$ cat src/rtl/if_pc_unit.sv
// Instruction-fetch PC unit: sequential fetch, branch/jump redirect with a
// hold register for redirects that arrive while instruction memory is busy,
// stall handling, flush generation and a sticky misaligned-target flag.
module if_pc_unit #(
    parameter logic [31:0] RESET_VECTOR = 32'h0000_0000
) (
    input  logic        CLK,
    input  logic        RESET,
    input  logic [31:0] BRANCH_JUMP_TARGET,
    input  logic        BRANCH_JUMP_TAKEN,
    input  logic        STALL,
    input  logic        IMEM_BUSY,
    output logic [31:0] PC_OUT,
    output logic [31:0] IF_ID_PC,
    output logic        IF_ID_VALID,
    output logic        FLUSH,
    output logic        MISALIGN_ERR
);

    localparam logic [1:0] RUN        = 2'd0;
    localparam logic [1:0] MEM_WAIT   = 2'd1;
    localparam logic [1:0] REDIR_WAIT = 2'd2;

    logic [1:0]  state_q, state_d;
    logic [31:0] pc_q, pc_d;
    logic [31:0] if_id_pc_q, if_id_pc_d;
    logic        if_id_valid_q, if_id_valid_d;
    logic [31:0] hold_q, hold_d;
    logic        misalign_q, misalign_d;
    logic [31:0] target_aligned;
    logic [31:0] redir_pc;

    assign target_aligned = BRANCH_JUMP_TARGET & ~32'h3;
    // In REDIR_WAIT a fresh redirect supersedes the captured one.
    assign redir_pc       = BRANCH_JUMP_TAKEN ? target_aligned : hold_q;

    // Next-state selection: redirect, then stall, then busy, then advance.
    always_comb begin
        // NOTE: every signal gets a default here so no path leaves one unassigned, which would infer a latch.
        state_d       = state_q;
        pc_d          = pc_q;
        if_id_pc_d    = if_id_pc_q;
        if_id_valid_d = if_id_valid_q;
        hold_d        = hold_q;
        misalign_d    = misalign_q |
                        (BRANCH_JUMP_TAKEN && (BRANCH_JUMP_TARGET[1:0] != 2'b00));

        if (state_q == REDIR_WAIT) begin
            // Stall is ignored here: the redirect must complete.
            if_id_valid_d = 1'b0;
            if (BRANCH_JUMP_TAKEN) begin
                hold_d = target_aligned;
            end
            if (!IMEM_BUSY) begin
                pc_d    = redir_pc;
                state_d = RUN;
            end
        end else if (BRANCH_JUMP_TAKEN) begin
            if_id_valid_d = 1'b0;
            if (IMEM_BUSY) begin
                hold_d  = target_aligned;
                state_d = REDIR_WAIT;
            end else begin
                pc_d    = target_aligned;
                state_d = RUN;
            end
        end else if (STALL) begin
            // Hold everything.
        end else if (IMEM_BUSY) begin
            if_id_valid_d = 1'b0;
            state_d       = MEM_WAIT;
        end else begin
            if_id_pc_d    = pc_q;
            if_id_valid_d = 1'b1;
            pc_d          = pc_q + 32'd4;  // wraps modulo 2^32
            state_d       = RUN;
        end
    end

    // State registers with asynchronous active-low reset.
    always_ff @(posedge CLK or negedge RESET) begin
        if (!RESET) begin
            state_q       <= RUN;
            pc_q          <= RESET_VECTOR;
            if_id_pc_q    <= 32'h0;
            if_id_valid_q <= 1'b0;
            hold_q        <= 32'h0;
            misalign_q    <= 1'b0;
        end else begin
            // NOTE: non-blocking assignments so all registers update from pre-edge values.
            state_q       <= state_d;
            pc_q          <= pc_d;
            if_id_pc_q    <= if_id_pc_d;
            if_id_valid_q <= if_id_valid_d;
            hold_q        <= hold_d;
            misalign_q    <= misalign_d;
        end
    end

    assign PC_OUT       = pc_q;
    assign IF_ID_PC     = if_id_pc_q;
    assign IF_ID_VALID  = if_id_valid_q;
    assign MISALIGN_ERR = misalign_q;
    assign FLUSH        = BRANCH_JUMP_TAKEN || (state_q == REDIR_WAIT);

endmodule
$ cat config.mk
export PLATFORM = sky130hd
export DESIGN_NAME = if_pc_unit
export DESIGN_NICKNAME = d
export VERILOG_FILES = /design/src/rtl/if_pc_unit.sv
export SDC_FILE = /design/constraint.sdc
export NUM_CORES = 1
export LEC_CHECK = 0
export ABC_AREA = 1
export CAP_MARGIN = 10
export CORE_MARGIN = 2
export CORE_UTILIZATION = 47
export CTS_CLUSTER_DIAMETER = 150
export DETAILED_ROUTE_END_ITERATION = 12
export GPL_TIMING_DRIVEN = 0
export HOLD_SLACK_MARGIN = 0.1
export PLACE_DENSITY = 0.77
export SLEW_MARGIN = 10
export SYNTH_ARGS = -nofsm -noshare
export SYNTH_HDL_FRONTEND = slang
export SYNTH_SLANG_ARGS = --single-unit
export TNS_END_PERCENT = 50
$ cat constraint.sdc
create_clock -name CLK -period 1.45 [get_ports CLK]
set_input_delay 0.29 -clock CLK [delete_from_list [all_inputs] [get_ports CLK]]
set_output_delay 0.29 -clock CLK [all_outputs]
set_load 0.02 [all_outputs]
==> results by group <==
Die
  • Die footprint: 0.0119 sq mm
  • Die Span X: 109 um
  • Die H: 109 um
  • Starting density of the core: 0.480
  • # rows: 38
  • Core box area: 0.0108 sq mm
  • I/O Pins: 104

Critical path
  • WS Path Type: register to register
  • Slowest CP cell: dfrtp_2
  • CP Cell Sequence: nor2_4 -> buf_6 -> inv_4 -> nor2_4 -> buf_6 -> inv_4 -> nand2_8 -> inv_8 -> buf_8 -> nand2_2 -> nand3_2
  • Critical path endpoint category: register
  • CP startpoint kind: register
  • CP max FO: 7
  • Critical Path AT: 1.97 ns
  • Required @ worst endpoint: 1.72 ns
  • Max stage delay on crit path: 0.46 ns

Synth
  • Yosys warning total: 0
  • Mapped cell area: 0.00520 sq mm
  • Synth area leaders: dfrtp_1 (48%), nand2_1 (17%), nor2_1 (4.5%), o21ai_0 (4.0%), inv_1 (3.4%)
  • Syn nets: 707
  • Most used DFF post-synth: dfrtp_1
  • Count of cell types in the netlist: 36
  • Synthesized flop and latch total: 100
  • Mapped Cells: 669
  • Register area share after synthesis: 0.481
  • FFs w/ async S/R, synth: 1.00
  • Share of the synthesized area in the top cell type: 0.481
  • Cell accounting for the most synthesized area: dfrtp_1
  • Post-synth EDFFs: 0
  • Mean Syn Cell Area: 7.78 sq um

CTS
  • CTS tree: built
  • Clock latency on the worst-skew pair: 0.39 ns
  • Clock input transition at the sequential cells of the worst setup and hold paths: 0.10 ns
  • Root buf cell: clkbuf_8
  • Clock Path Buffers: 2
  • TritonCTS Buffers: 9
  • CTS Sinks: 100
  • H-tree level count: 3

Global routing
  • Initial antenna violation count: 0
  • Number of global-route vias before repair: 5,269
  • Gr ovfl total: 0
  • GRT Resource Usage Total: 0.314
  • First-pass GRT wire length: 28,000 um
  • Largest net degree at the start of global routing: 62

Placed design
  • GP Congestion: 0.919
  • Worst slack at placement: -0.792 ns
  • # port buffers: 103
  • DPL Wire Length: 12,700 um

Timing
  • Clock skew: 0.00996 ns
  • Setup Viol. Count Final: 99
  • Slew @ Worst Pin: 0.787 ns
  • Minimum clock period after layout: 1.70 ns
  • Final hold vios: 0
  • Final worst path period share: 1.17
  • Pins Over Slew Limit: 0
  • RSZ-0062 raised after global routing: yes
  • Setup ws final: -0.250 ns
  • Hold slack: 0.469 ns
  • Slew headroom: 0.476
  • Achievable Freq: 588 MHz

Drt
  • TritonRoute pass-1 iters: 5
  • Via/cell ratio: 5.76
  • Post-Route WL: 19,100 um
  • Post-route ant nets: 0
  • Vias after detailed routing: 5,646
  • DRT iter0 DRCs: 575
  • DRC violations left: 0
  • WL met3: 1880 um
  • Highest Signal Layer: met4
  • WL met1: 7800 um
  • Metal2 WL: 8760 um
  • Routed len/inst: 19.5 um

Final layout
  • Ant diodes: 0
  • Area grow syn2layout: 47.7%
  • Register area: 0.00253 sq mm
  • FILL cells: 861
  • Area of the multi-input gates: 0.00280 sq mm
  • Share of post-route cells with drive strength above 1: 0.317
  • Final core utilization: 0.709
  • Fin nets: 873

Status
  • Outcome: finished with violations
  • Failing checks: negative setup slack

Pwr
  • Static Leak: 3.63 nW
  • Total power: 9.56 mW
  • Power per cell area: 1240 mW/mm^2
  • Max VDD drop: 0.643 mV

Flow run
  • Number of max-cap violations: 0

Min path
  • Worst hold path class: input pin to register
-- worst paths after layout --
| path | start | to | slack (ns) | depth (start not counted) |
|---|---|---|---|---|
| max | state_q[0]$_DFFE_PN0P_ | hold_q[31]$_DFFE_PN0P_ | -0.25 | 11 |
| min | BRANCH_JUMP_TARGET[5] | hold_q[5]$_DFFE_PN0P_ | 0.47 | 3 |
| max reg2reg | state_q[0]$_DFFE_PN0P_ | hold_q[31]$_DFFE_PN0P_ | -0.25 | 11 |
| min reg2reg | IF_ID_PC[18]$_DFFE_PN0P_ | IF_ID_PC[18]$_DFFE_PN0P_ | 0.49 | 2 |
| max in group asynchronous | RESET | PC_OUT[13]$_DFFE_PN0P_ | 0.19 | 3 |
| min in group asynchronous | RESET | hold_q[7]$_DFFE_PN0P_ | 0.54 | 2 |
-- what timing repair did --
| item | in CTS | in global routing |
|---|---|---|
| gates resized for setup | 232 | 110 |
| setup endpoints to repair | 161 | 119 |
| endpoints found under the hold margin | 60 | 0 |
| gates cloned | 4 | 3 |
| hold buffers | 1 | 0 |
| buffers inserted | 21 | 22 |
| pin swaps | 21 | 23 |
-- per-layer routing --
metal	global-route usage	vias up
met5	0	-
met4	0.115	0
met3	0.0556	65
met2	0.484	370
met1	0.443	2703
li1	-	2508
-- synthesized netlist by cell type, drive strengths merged, types with 3 or more instances --
library cell / number
a211oi: 10
a21oi: 20
a221oi: 9
a22oi: 18
a31oi: 3
buf: 25
clkbuf: 4
dfrtp: 100
inv: 54
nand2: 239
nand3: 24
nor2: 76
nor3: 5
o21ai: 66
xor2: 5
-- metrics by stage --
| stage | cell area [sq um] | instances | TNS, ns |
|---|---|---|---|
| after global placement | 6430 | 912 | -411.42 |
| after detailed placement | 6450 | 913 | -53.20 |
| final | 7690 | 980 | -15.40 |
| after global routing | 7690 | 980 | -20.88 |
| after floorplan | 5220 | 669 | -0.245 |
| after CTS | 7250 | 955 | -9.16 |
-- cell families (layout without fill, tap and decap cells) --
family / count (synthesis) / after routing / synth area share
AND/OR/NAND/NOR: 346 / 346 / 0.281
AO/OA/AOI/OAI: 133 / 133 / 0.154
flip-flops: 100 / 100 / 0.481
buffers and inverters: 83 / 254 / 0.0709
XOR/XNOR: 5 / 5 / 0.00841
adder cells (fa/ha/maj): 1 / 1 / 0.00240
multiplexers: 1 / 1 / 0.00216
-- sequential cells by signal, indices dropped and copies added, names as in the netlist --
name	count
IF_ID_PC	32
PC_OUT	32
hold_q	32
state_q	2
IF_ID_VALID	1
MISALIGN_ERR	1
-- power by group --
part	switching [mW]	internal [mW]	total (mW)	leakage, nW
clock network	1.05	0.896	1.95	0.102
logic	2.17	1.48	3.65	2.34
registers	0.569	3.39	3.96	1.19
total	3.79	5.77	9.56	3.63
-- cell type report --
| class | count | share of cell area |
|---|---|---|
| repair buffers | 155 | 0.190 |
| clock buffers | 11 | 0.0197 |
| clock inverters | 5 | 0.00765 |
| plain buffers | 29 | 0.0389 |
| inverters | 54 | 0.0285 |
| multi-input cells | 486 | 0.364 |
| flip-flops and latches | 100 | 0.329 |
| well taps | 140 | 0.0228 |
-- worst max-delay path: cells and delay by family (launching register included) --
kind	cells	cell delay [ns]
and+or+nand+nor	5	0.60
buffers and inverters	6	0.54
DFF	1	0.46
-- placed cells by master (no fill, tap or decap), types with 6 or more instances in the layout --
cell and n:
nand2_1 208, dfrtp_1 78, buf_4 50, inv_1 45
nor2_1 44, dlygate4sd2_1 36, clkdlybuf4s50_1 34, o21ai_0 32
o21ai_1 28, nand2_2 24, dfrtp_2 22, buf_6 18
nor2_2 18, nand3_1 17, a21oi_1 15, nor2_4 14
clkbuf_8 12, a22oi_1 11, clkdlybuf4s15_2 9, buf_8 8
buf_2 8, a221oi_4 7, a22oi_2 7, a211oi_2 7
clkbuf_2 7, o21ai_2 6, nand2_4 6, nand3_2 6
(Power assumes the default switching activity.)
